`config.mk`:
```
export PLATFORM = sky130hd
export DESIGN_NAME = sat_mult_seq
export DESIGN_NICKNAME = d
export VERILOG_FILES = /design/src/rtl/sat_mult_seq.sv
export SDC_FILE = /design/constraint.sdc
export NUM_CORES = 1
export LEC_CHECK = 0
export ABC_AREA = 0
export BUFFER_PORTS_ARGS = -buffer_cell sky130_fd_sc_hd__buf_2
export CAP_MARGIN = 20
export CORE_MARGIN = 3
export CORE_UTILIZATION = 30
export CTS_BUF_LIST = sky130_fd_sc_hd__clkbuf_2
export DETAILED_ROUTE_END_ITERATION = 10
export PLACE_DENSITY = 0.47
export SLEW_MARGIN = 10
export SYNTH_ARGS = -nofsm -noshare
export SYNTH_HDL_FRONTEND = slang
export SYNTH_SLANG_ARGS = --single-unit
```
`constraint.sdc`:
```
create_clock -name clk -period 4.03 [get_ports clk]
set_clock_uncertainty 0.15 [all_clocks]
set_input_delay 0 -clock clk [delete_from_list [all_inputs] [get_ports clk]]
set_output_delay 0 -clock clk [all_outputs]
set_load 0.05 [all_outputs]
```
`src/rtl/sat_mult_seq.sv`:
```
// sat_mult_seq: iterative shift-and-add unsigned multiplier, saturating to OUT_WIDTH bits.
// Define SAT_MULT_EARLY_EXIT_EN to finish as soon as the remaining multiplier bits are zero.
module sat_mult_seq #(
    parameter int A_WIDTH   = 32,
    parameter int B_WIDTH   = 8,
    parameter int OUT_WIDTH = 32
) (
    input  logic                 clk,
    input  logic                 reset,
    input  logic                 in_valid,
    output logic                 in_ready,
    input  logic [A_WIDTH-1:0]   a,
    input  logic [B_WIDTH-1:0]   b,
    output logic                 out_valid,
    input  logic                 out_ready,
    output logic [OUT_WIDTH-1:0] dout,
    output logic                 sat
);
    localparam int W  = A_WIDTH + B_WIDTH;
    localparam int CW = $clog2(B_WIDTH + 1);

    typedef enum logic [1:0] {IDLE, BUSY, DONE} state_t;

    state_t                 state_q, state_d;
    logic [W-1:0]           mcand_q, mcand_d, acc_q, acc_d, acc_sum;
    logic [B_WIDTH-1:0]     mult_q, mult_d;
    logic [CW-1:0]          cnt_q, cnt_d;
    logic [OUT_WIDTH-1:0]   dout_q, dout_d;
    logic                   sat_q, sat_d, last;

    generate
        if (OUT_WIDTH > W) begin : g_width_chk
            $error("sat_mult_seq: OUT_WIDTH must not exceed A_WIDTH+B_WIDTH");
        end
    endgenerate

    assign acc_sum = mult_q[0] ? acc_q + mcand_q : acc_q;
`ifdef SAT_MULT_EARLY_EXIT_EN
    assign last = (mult_q >> 1) == '0;
`else
    assign last = cnt_q == CW'(B_WIDTH - 1);
`endif

    always_ff @(posedge clk or posedge reset) begin
        if (reset) begin
            state_q <= IDLE;
            mcand_q <= '0;
            mult_q  <= '0;
            acc_q   <= '0;
            cnt_q   <= '0;
            dout_q  <= '0;
            sat_q   <= 1'b0;
        end else begin
            state_q <= state_d;
            mcand_q <= mcand_d;
            mult_q  <= mult_d;
            acc_q   <= acc_d;
            cnt_q   <= cnt_d;
            dout_q  <= dout_d;
            sat_q   <= sat_d;
        end
    end

    always_comb begin
        state_d = state_q;
        mcand_d = mcand_q;
        mult_d  = mult_q;
        acc_d   = acc_q;
        cnt_d   = cnt_q;
        dout_d  = dout_q;
        sat_d   = sat_q;
        case (state_q)
            IDLE: if (in_valid) begin
                mcand_d = W'(a);
                mult_d  = b;
                acc_d   = '0;
                cnt_d   = '0;
                state_d = BUSY;
            end
            BUSY: begin
                acc_d   = acc_sum;
                mcand_d = mcand_q << 1;
                mult_d  = mult_q >> 1;
                cnt_d   = cnt_q + 1'b1;
                // anything above OUT_WIDTH in the final sum means the product overflowed
                if (last) begin
                    state_d = DONE;
                    sat_d   = |(acc_sum >> OUT_WIDTH);
                    dout_d  = sat_d ? '1 : acc_sum[OUT_WIDTH-1:0];
                end
            end
            DONE: if (out_ready) state_d = IDLE;
            default: state_d = IDLE;
        endcase
    end

    assign in_ready  = state_q == IDLE;
    assign out_valid = state_q == DONE;
    assign dout      = dout_q;
    assign sat       = sat_q;
endmodule

```
Word-level counts from Yosys, hierarchy flattened
Index checks and enable logic that the tools add are counted.

operators by class
  eq/ne operators = 6
  add/sub/neg operators = 2
  mux-type cells = 14
  reduce and logical (&&, ||, !) cells = 6

operators with widths
  kind                                                   count
  one-hot mux 40 bit (2 select lines)                    2
  two-way mux 40 bit                                     3
  adder 40 bit                                           1
  two-way mux 32 bit                                     1
  one-hot mux 8 bit (2 select lines)                     1
  two-way mux 8 bit                                      1
  one-hot mux 4 bit (2 select lines)                     1
  OR reduction 8 bit                                     1
  two-way mux 2 bit                                      3
  one-hot mux 2 bit (3 select lines)                     1
  adder 4 x 1 -> 4 bit, second input constant            1
  == test 4 x 3 -> 1 bit, second input constant          1
  two-way mux 4 bit                                      1
  inequality test 2 bit, second input constant           2
  AND reduction 2 bit                                    2
  AND reduction 3 bit                                    1
  == test 2 x 1 -> 1 bit, second input constant          1
  == test 2 bit, second input constant                   1
  logical NOT 2 bit                                      1
  inequality test 2 x 1 -> 1 bit, second input constant  1
  nonzero test 2 bit                                     1

storage, ports and cells
  output and inout port bits = 35
  bits in registers = 127
  input port bits = 44

Depth between registers and ports, before layout
Gate-level depths: netlist of the first run.

  word-level depth = 4
  gate-level depth with buffers = 14

Worst setup path after synthesis of the first run
OpenSTA, ideal clock, no wires.

  path kind = register -> register
  start = register mcand_q[0]
  end = register dout_q[1] (netlist: dout[1])
  setup slack = 0.497 ns
  cell stages (with the launch flop) = 15
  required time = 3.756 ns
  buffers on the path = 1
  arrival time = 3.259 ns
  setup time = 0.124 ns
  cell sequence = dfrtp_1 > ha_1 > inv_1 > fa_1 > nand2b_1 > a21oi_1 > o211ai_2 > nand4_2 > a31o_4 > nand4_1 > and3_2 > o41a_1 > nor4b_4 > buf_6 > a21oi_2

on the way
  word-level cells in the longest chain between the ends = 4

ends and longest elaborated chain
  element                 RTL line  RTL
  from (decl)             25        logic [W-1:0] mcand_q, mcand_d, acc_q, acc_d, acc_sum;
  from (signal assigned)  55        mcand_q <= mcand_d;
  adder 40 bit (*)        37        assign acc_sum = mult_q[0] ? acc_q + mcand_q : acc_q;
  two-way mux 40 bit (*)  37
  OR reduction 8 bit      88        sat_d = |(acc_sum >> OUT_WIDTH);
  two-way mux 32 bit (*)  89        dout_d = sat_d ? '1 : acc_sum[OUT_WIDTH-1:0];
  to (signal assigned)    59        dout_q <= dout_d;
  to (decl)               28        logic [OUT_WIDTH-1:0] dout_q, dout_d;

Mark *: on every way between the ends. The rest lies on a longest branch, timed or not.
A chain may end at the register's enable or synchronous reset.

Worst setup path in the final report of the first run
  start = register mcand_q[0]
  end = register dout_q[10] (netlist: dout[10])

The elaborated chain is that of the path after synthesis.

==> results.cfg, run 1 <==
[setup_path]
crit-reg2reg-launch = mcand_q[0]
required_time_of_the_critical_path_ps = 4480
timing.critical_path.from_type = flip-flop
timing.critical_path.cells = ha_1 -> inv_1 -> fa_1 -> nand2b_1 -> a21oi_1 -> o211ai_2 -> nand4_2 -> a31o_4 -> nand4_1 -> and3_2 -> o41a_1 -> nor4b_4 -> buf_4 -> buf_12 -> a21oi_2
path_max_fanout = 18
timing.critical_path.buf_inv = 3
cp_slowest_cell = sky130_fd_sc_hd__o41a_1
critPathArrivalTime_ps = 4290
cpPeakStageDelay_ps = 460
criticalPathCategory = flip-flop to flip-flop
startpoint = mcand_q[0]
setup.worst_path.end_class = flip-flop
worst-r2r-setup-slack_ps = 190
critical_path.top_delay_family = compound AO/OA/AOI/OAI gates

[sta]
max_freq_mhz = 260
worst-slew-pin-transition_ps = 918
max_slew_violation_count = 0
final-hold-violation-count = 0
worst_slew_margin_rel = 0.388
rsz0062_at_grt = no
tns_ps = 0
min_period_ps = 3840
post-route-period-util = 0.954
report.final.setup_viol = 0

[power_and_ir_drop]
combPwrFrac = 0.586
switching_share = 0.497
cell_internal_pwr_mw = 4.09
p_clk_frac = 0.130
seq_power_share = 0.284
powerDensity_nw_per_um2 = 786
vdd_ir_drop_max_uv = 327
p_leak_nw = 4.33
total_net_switching_power_mw = 4.05

[synth]
post_synthesis_instance_area_um2 = 8150
synth_sequential_area_ratio = 0.390
synthDistinctLibCells = 70
async_reset_ff_frac = 1.00
synth_enable_flop_cells = 0
ys.flop_type = sky130_fd_sc_hd__dfrtp_1
yosysWarningCount = 0
synth_cells = 894
synthesized_area_per_cell_um2 = 9.11
synth_register_bits = 127
synth_nets = 979

[routing]
routed_wirelength_um = 25100
first_pass_iters = 5
route.vias.total = 7314
antenna_left = 0
first_iter_violations = 398
drt-wirelength-per-cell_um = 17.6
avgViaCountPerCell = 5.14
post-route-drc-count = 0

[clocking]
htreeDepth = 4
numCtsBuffers = 17
clock_path_buffers = 2
tritoncts = done
path_clk_slew_ps = 200
clk-insertion-delay-late_ps = 730
cts.sinks = 127
cts_root_buf = sky130_fd_sc_hd__clkbuf_2

[grt]
grt_max_degree = 97
grtUsageTotal = 0.176
grt_pass1_wl_um = 41000
first_global_vias = 7619
initial_antenna_violation_count = 1
grt_overflow_total = 0

[die]
initial_utilization = 0.309
die-width_um = 171
io_pins = 79
die_h_um = 171
dieArea_um2 = 29200
placeableCoreArea_um2 = 26400
std_cell_rows = 59

[hold_path]
hold_path.class = flip-flop to flip-flop
worstHoldStart = sat

[finish]
flow.area_growth_from_synthesis_pct = 27.2
finalNetCount = 1158
mostFrequentLayoutCells = 125 x sky130_fd_sc_hd__dfrtp_1, 124 x sky130_fd_sc_hd__dlygate4sd3_1, 95 x sky130_fd_sc_hd__o21ai_0
drive_gt1_frac = 0.172
nFillCells = 2675
finalInstanceArea_um2 = 10400
layout_commonest_cell = sky130_fd_sc_hd__dfrtp_1

[job]
cap_viol_max_count = 0

[placement]
placement.io_buffers = 78
gp_congestion = 0.845
detailedPlacementHpwl_um = 17000
postPlaceCellArea_um2 = 8800

[run_status]
run_status = completed
what timing repair did:
action | CTS | global route
setup buffers | 0 | 1
hold endpoints to repair | 148 | 0
endpoints found under the setup margin | 0 | 27
resized for setup | 0 | 1
hold buffers | 124 | 0
cell usage after synthesis, types with 2 or more instances:
master	n	area (um^2)
sky130_fd_sc_hd__a211oi_2	2	25.0
sky130_fd_sc_hd__a21o_1	8	60.1
sky130_fd_sc_hd__a21o_2	2	17.5
sky130_fd_sc_hd__a21oi_1	87	435
sky130_fd_sc_hd__a21oi_2	31	272
sky130_fd_sc_hd__a221oi_1	2	17.5
sky130_fd_sc_hd__a22o_1	24	210
sky130_fd_sc_hd__a22oi_1	40	300
sky130_fd_sc_hd__a31oi_1	7	43.8
sky130_fd_sc_hd__and2_1	3	18.8
sky130_fd_sc_hd__buf_6	9	101
sky130_fd_sc_hd__clkbuf_1	41	154
sky130_fd_sc_hd__clkbuf_2	2	10.0
sky130_fd_sc_hd__clkbuf_8	3	41.3
sky130_fd_sc_hd__dfrtp_1	127	3180
sky130_fd_sc_hd__ha_1	40	500
sky130_fd_sc_hd__inv_1	11	41.3
sky130_fd_sc_hd__mux2i_1	31	310
sky130_fd_sc_hd__nand2_1	79	297
sky130_fd_sc_hd__nand2b_1	7	43.8
sky130_fd_sc_hd__nand3_1	6	30.0
sky130_fd_sc_hd__nand4_1	14	87.6
sky130_fd_sc_hd__nor2_1	71	267
sky130_fd_sc_hd__nor2b_1	45	282
sky130_fd_sc_hd__nor3_1	7	35.0
sky130_fd_sc_hd__nor4_1	4	25.0
sky130_fd_sc_hd__o2111ai_1	2	17.5
sky130_fd_sc_hd__o211ai_1	7	52.6
sky130_fd_sc_hd__o21a_1	4	30.0
sky130_fd_sc_hd__o21ai_0	95	475
sky130_fd_sc_hd__o21bai_1	6	45.0
sky130_fd_sc_hd__o31ai_1	2	15.0
sky130_fd_sc_hd__or4_1	3	22.5
sky130_fd_sc_hd__xnor2_1	24	210
sky130_fd_sc_hd__xor2_1	13	114
worst register-to-register path, cell delays in order, from the launching register on:
cell and delay (ps):
sky130_fd_sc_hd__dfrtp_1 450, sky130_fd_sc_hd__ha_1 210, sky130_fd_sc_hd__inv_1 60, sky130_fd_sc_hd__fa_1 390
sky130_fd_sc_hd__nand2b_1 180, sky130_fd_sc_hd__a21oi_1 220, sky130_fd_sc_hd__o211ai_2 140, sky130_fd_sc_hd__nand4_2 160
sky130_fd_sc_hd__a31o_4 220, sky130_fd_sc_hd__nand4_1 140, sky130_fd_sc_hd__and3_2 240, sky130_fd_sc_hd__o41a_1 460
sky130_fd_sc_hd__nor4b_4 260, sky130_fd_sc_hd__buf_4 180, sky130_fd_sc_hd__buf_12 180, sky130_fd_sc_hd__a21oi_2 90
registers in the layout, summed over array words and instances (netlist names):
name,flops
mcand_q,40
acc_q,40
mult_q,8
dout,32
cnt_q,4
sat,1
state_q,2
power by group through the flow:
stage                     registers (mW)  logic (mW)  clock network (mW)
final                               2.31        4.77                1.06
after global routing                2.40        5.27                1.14
after CTS                           2.31        4.78                1.08
after detailed placement            2.34        4.55                   0
after global placement              2.34        4.56                   0
after floorplan                     2.72        3.07                   0
final cells by class:
type                    instances  area (um^2)  area share
multi-input cells             697         4620       0.446
flip-flops and latches        127         3180       0.307
repair buffers                219         1780       0.172
well taps                     335          419      0.0404
clock inverters                13          218      0.0210
clock buffers                  19         95.1     0.00918
inverters                      11         46.3     0.00447
diodes                          1         2.50    0.000241
cells by family after synthesis:
kind of cell               synth area share
muxes                                0.0395
buffers and inverters                0.0465
DFF                                   0.390
and+or+nand+nor                       0.150
adders and majority gates            0.0639
xor gates and xnor gates             0.0398
AOI/OAI and AO/OA                     0.271
routing by layer:
layer,up-vias,routed length (um),global-route usage
met3,20,1070,0.0379
met2,146,11300,0.281
met1,3548,12400,0.245
met4,0,268,0.0388
met5,-,0,0
li1,3600,-,-
final timing paths:
kind                       cells after the start     endpoint
max in group asynchronous                      5  mcand_q[11]
hold / removal                                 2          sat
hold reg to reg                                2          sat
min in group asynchronous                      4     dout[18]
setup reg to reg                              15     dout[10]
setup / recovery                              15     dout[10]
metrics by stage:
step | cells | hold slack [ps] | utilization | worst slack (ps) | total power [mW]
floorplan | 894 | 4.39 | - | 496 | 5.79
finish | 1422 | 365 | 0.393 | 186 | 8.14
global route | 1422 | 393 | 0.393 | 3.90 | 8.82
CTS | 1420 | 369 | 0.393 | 177 | 8.17
detailed placement | 1264 | 125 | 0.334 | 230 | 6.89
global placement | 1264 | 126 | 0.334 | 303 | 6.89
Note: power is estimated with default switching activity, not from simulation.
==> run 2: changes to the inputs <==
==> constraint.sdc (replaced) <==
create_clock -name clk -period 4.6 [get_ports clk]
set_clock_uncertainty 0.15 [all_clocks]
set_input_delay 0 -clock clk [delete_from_list [all_inputs] [get_ports clk]]
set_output_delay 0 -clock clk [all_outputs]
set_load 0.05 [all_outputs]
==> results.cfg, run 2 (same netlist as run 1, synthesis figures left out) <==
[setup_path]
setup.worst_path.end_class = flip-flop
reg2regPathDepth = 14
required_time_of_the_critical_path_ps = 5030
critical_path.top_delay_family = compound AO/OA/AOI/OAI gates
path_max_fanout = 18
cp_slowest_cell = sky130_fd_sc_hd__o41a_1
criticalPathCategory = flip-flop to flip-flop
timing.critical_path.buf_inv = 2
crit-reg2reg-launch = mcand_q[0]
timing.rr.end = dout[8]
critPathArrivalTime_ps = 4390
cpPeakStageDelay_ps = 450
worst-r2r-setup-slack_ps = 650
timing.critical_path.from_type = flip-flop
timing.critical_path.cells = ha_1 -> inv_1 -> fa_1 -> nand2b_1 -> a21oi_1 -> o211ai_2 -> nand4_2 -> a31o_4 -> nand4_1 -> and3_2 -> o41a_1 -> nor4b_4 -> buf_4 -> a21oi_2

[die]
dieArea_um2 = 29200
die_h_um = 171
initial_utilization = 0.309
die-width_um = 171
std_cell_rows = 59
io_pins = 79
placeableCoreArea_um2 = 26400

[routing]
antenna_left = 0
routed_wirelength_um = 25000
first_pass_iters = 5
post-route-drc-count = 0
drt-wirelength-per-cell_um = 17.7
first_iter_violations = 436
route.vias.total = 7336
avgViaCountPerCell = 5.18

[finish]
flow.area_growth_from_synthesis_pct = 25.6
drive_gt1_frac = 0.166
finalInstanceArea_um2 = 10200
mostFrequentLayoutCells = 125 x sky130_fd_sc_hd__dfrtp_1, 124 x sky130_fd_sc_hd__dlygate4sd3_1, 95 x sky130_fd_sc_hd__o21ai_0
finalNetCount = 1153
layout_commonest_cell = sky130_fd_sc_hd__dfrtp_1

[hold_path]
hold_path.class = input pin to flip-flop
whs_path_depth = 5
worstHoldStart = in_valid
min_to = acc_q[25]

[grt]
grt_pass1_wl_um = 41200
initial_antenna_violation_count = 1
grtUsageTotal = 0.177
first_global_vias = 7512
grt_overflow_total = 0
grt_max_degree = 86

[power_and_ir_drop]
total_net_switching_power_mw = 3.52
p_clk_frac = 0.114
cell_internal_pwr_mw = 3.46
p_leak_nw = 4.28
powerDensity_nw_per_um2 = 682
seq_power_share = 0.301
combPwrFrac = 0.586
vdd_ir_drop_max_uv = 319
switching_share = 0.505

[placement]
detailedPlacementHpwl_um = 16600
placement.io_buffers = 78
postPlaceCellArea_um2 = 8740
gp_congestion = 0.859

[clocking]
post_cts.repair.setup_buffers = 0
cts_hold_buffers = 124
tritoncts = done
cts.sinks = 127
clock_path_buffers = 2
clk-insertion-delay-late_ps = 730
post_cts.resized_instances = 0
numCtsBuffers = 17
cts_root_buf = sky130_fd_sc_hd__clkbuf_2
htreeDepth = 4
path_clk_slew_ps = 220

[sta]
worst-slew-pin-transition_ps = 1110
min_period_ps = 3950
report.final.setup_viol = 0
max_freq_mhz = 253
max_slew_violation_count = 0
rsz0062_at_grt = no
final-hold-violation-count = 0
post-route-period-util = 0.859
tns_ps = 0
worst_slew_margin_rel = 0.261

[run_status]
run_status = completed

[job]
cap_viol_max_count = 0
run 2: changes by cell type in the layout (fill, tap and decap cells not counted), sizes merged:
| cell | change |
|---|---|
| buf | -5 |
| bufinv | -2 |
| clkbuf | +1 |
| clkinvlp | -1 |
run 2: area by class of cell:
cell class,instances,area [um^2]
clock inverter,10,146
timing repair buffer,214,1720
fill,2680,16100
inverter,11,46.3
tap,335,419
sequential,127,3180
multi-input combinational,697,4610
antenna,1,2.50
clock buffer,20,100
run 2: tightest hold or removal path: stages:
cell                       delay (ps)
sky130_fd_sc_hd__buf_2             80
sky130_fd_sc_hd__buf_4            460
sky130_fd_sc_hd__o21bai_2         380
sky130_fd_sc_hd__nand2_1          140
sky130_fd_sc_hd__o21ai_0           70
run 2: power groups by stage:
stage                     combinational [mW]  sequential [mW]  clock [mW]
final                                   4.09             2.10       0.793
after global routing                    4.51             2.18       0.863
after CTS                               4.10             2.10       0.821
after detailed placement                3.91             2.13           0
after global placement                  3.89             2.12           0
after floorplan                         2.69             2.39           0
run 2: how the worst max path moves through the flow:
stage,from,endpoint,slack [ps],depth (start not counted)
3_5_place_dp,mcand_q[0],dout[14],680,14
5_1_grt,mcand_q[0],dout[14],350,14
4_1_cts,mcand_q[0],dout[14],610,14
6_report,mcand_q[0],dout[8],650,14
3_3_place_gp,mcand_q[0],dout[4],760,14
2_1_floorplan,reset,acc_q[0],1070,1
run 2: metal layers:
| layer | global-route usage | up-vias | part of all wire |
|---|---|---|---|
| met5 | 0 | - | 0 |
| met2 | 0.283 | 126 | 0.45 |
| met4 | 0.0377 | 0 | 0.0098 |
| li1 | - | 3584 | - |
| met1 | 0.251 | 3611 | 0.50 |
| met3 | 0.0328 | 15 | 0.033 |
run 2: metrics by stage:
step	hold slack (ps)	utilization	cells	total power [mW]	setup slack (ps)
4_1_cts	278	0.388	1414	7.03	605
3_3_place_gp	78.9	0.332	1260	6.01	760
3_5_place_dp	77.1	0.332	1260	6.04	677
5_1_grt	319	0.388	1415	7.56	355
6_report	293	0.388	1415	6.98	646
2_1_floorplan	4.39	-	894	5.07	1070
==> run 3: changes to the inputs <==
--- a/config.mk
+++ b/config.mk
@@ -10,7 +10,7 @@
 export CAP_MARGIN = 20
 export CORE_MARGIN = 3
 export CORE_UTILIZATION = 30
-export CTS_BUF_LIST = sky130_fd_sc_hd__clkbuf_2
+export CTS_BUF_LIST = sky130_fd_sc_hd__clkbuf_4 sky130_fd_sc_hd__clkbuf_8
 export DETAILED_ROUTE_END_ITERATION = 10
 export PLACE_DENSITY = 0.47
 export SLEW_MARGIN = 10
==> results.cfg, run 3 (same netlist as run 1, synthesis figures left out) <==
[setup_path]
required_time_of_the_critical_path_ps = 4770
critical_path.endpoint = dout[14]
reg2regPathDepth = 14
cpPeakStageDelay_ps = 450
worst-r2r-setup-slack_ps = 680
path_max_fanout = 18
setup.worst_path.end_class = flip-flop
critical_path.top_delay_family = compound AO/OA/AOI/OAI gates
critPathArrivalTime_ps = 4090
crit_cells = 14
timing.critical_path.buf_inv = 2
timing.critical_path.cells = ha_1 -> inv_1 -> fa_1 -> nand2b_1 -> a21oi_1 -> o211ai_2 -> nand4_2 -> a31o_4 -> nand4_1 -> and3_2 -> o41a_1 -> nor4b_4 -> buf_4 -> a21oi_2
startpoint = mcand_q[0]
cp_slowest_cell = sky130_fd_sc_hd__o41a_1
criticalPathCategory = flip-flop to flip-flop
crit-reg2reg-launch = mcand_q[0]
timing.rr.end = dout[14]
timing.critical_path.from_type = flip-flop

[power_and_ir_drop]
p_leak_nw = 4.04
p_total_mw = 7.15
vdd_ir_drop_max_uv = 307
powerDensity_nw_per_um2 = 745

[clocking]
path_clk_slew_ps = 80
clock_path_buffers = 2
numCtsBuffers = 17
htreeDepth = 4
cts_root_buf = sky130_fd_sc_hd__clkbuf_8
tritoncts = done
post_cts.resized_instances = 0
clk-insertion-delay-late_ps = 450
cts.sinks = 127

[sta]
report.final.setup_viol = 0
post-route-period-util = 0.851
rsz0062_at_grt = no
max_slew_violation_count = 0
fin_hold_ws_ps = 73.7
setup_slack_ps = 684
tns_ps = 0
final-hold-violation-count = 0
min_period_ps = 3920
max_freq_mhz = 255
worst_slew_margin_rel = 0.283
worst-slew-pin-transition_ps = 1080

[routing]
post-route-drc-count = 0
first_pass_iters = 5
first_iter_violations = 412
routed_wirelength_um = 24500
avgViaCountPerCell = 5.20
drt-wirelength-per-cell_um = 18.4
antenna_left = 0
route.vias.total = 6932

[grt]
grt_max_degree = 86
initial_antenna_violation_count = 0
grt_overflow_total = 0
first_global_vias = 7112
grt_pass1_wl_um = 40100
grtUsageTotal = 0.173

[hold_path]
hold_path.class = input pin to async pin

[placement]
gp_congestion = 0.859
place_worst_setup_slack_ps = 677
placement.io_buffers = 78
dp.cells = 1260
detailedPlacementHpwl_um = 16600
postPlaceCellArea_um2 = 8740

[finish]
final_cells = 1332
drive_gt1_frac = 0.183
finish.utilization = 0.364
mostFrequentLayoutCells = 125 x sky130_fd_sc_hd__dfrtp_1, 95 x sky130_fd_sc_hd__o21ai_0, 87 x sky130_fd_sc_hd__a21oi_1
antenna_cells_inserted = 0
finalInstanceArea_um2 = 9590
finalNetCount = 1071
flow.area_growth_from_synthesis_pct = 17.8
layout_commonest_cell = sky130_fd_sc_hd__dfrtp_1

[die]
dieArea_um2 = 29200
std_cell_rows = 59
placeableCoreArea_um2 = 26400
die_h_um = 171
die-width_um = 171
io_pins = 79
initial_utilization = 0.309

[run_status]
run_status = completed

[job]
cap_viol_max_count = 0
## run 3: tightest hold or removal path, stage by stage
cell and delay, ps:
sky130_fd_sc_hd__dlygate4sd3_1 530, sky130_fd_sc_hd__buf_2 150, sky130_fd_sc_hd__inv_6 510
## run 3: area by class of cell
type	instances	area, um^2
Timing Repair Buffer	132	901
Multi-Input combinational cell	697	4610
Tap cell	335	419
Fill cell	2700	16800
Sequential cell	127	3180
Clock inverter	7	135
Clock buffer	23	298
Inverter	11	46.3
## run 3: worst min path at each step
stage	to	depth (start not counted)	from	slack [ps]
finish	mcand_q[16]	3	reset	70
global route	mcand_q[16]	3	reset	150
detailed placement	mcand_q[16]	2	reset	80
floorplan	state_q[1]	2	out_ready	4
global placement	mcand_q[16]	2	reset	80
CTS	mcand_q[16]	3	reset	130
## run 3: what timing repair did
action                                 in CTS  in global routing
hold buffers                               42                  0
buffers inserted                            0                  0
endpoints found under the hold margin     125                  0
## run 3: metal layers
| layer | GRT usage | share of wire | vias to the layer above |
|---|---|---|---|
| met3 | 0.0277 | 0.032 | 21 |
| met2 | 0.273 | 0.45 | 117 |
| met1 | 0.249 | 0.51 | 3380 |
| li1 | - | - | 3414 |
| met5 | 0 | 0 | - |
| met4 | 0.0427 | 0.012 | 0 |
## run 3: power by group
group	leakage, nW	total [mW]	internal, mW	switching [mW]
clock network	0.226	1.11	0.644	0.469
registers	1.55	2.10	1.59	0.507
logic	2.27	3.93	1.39	2.54
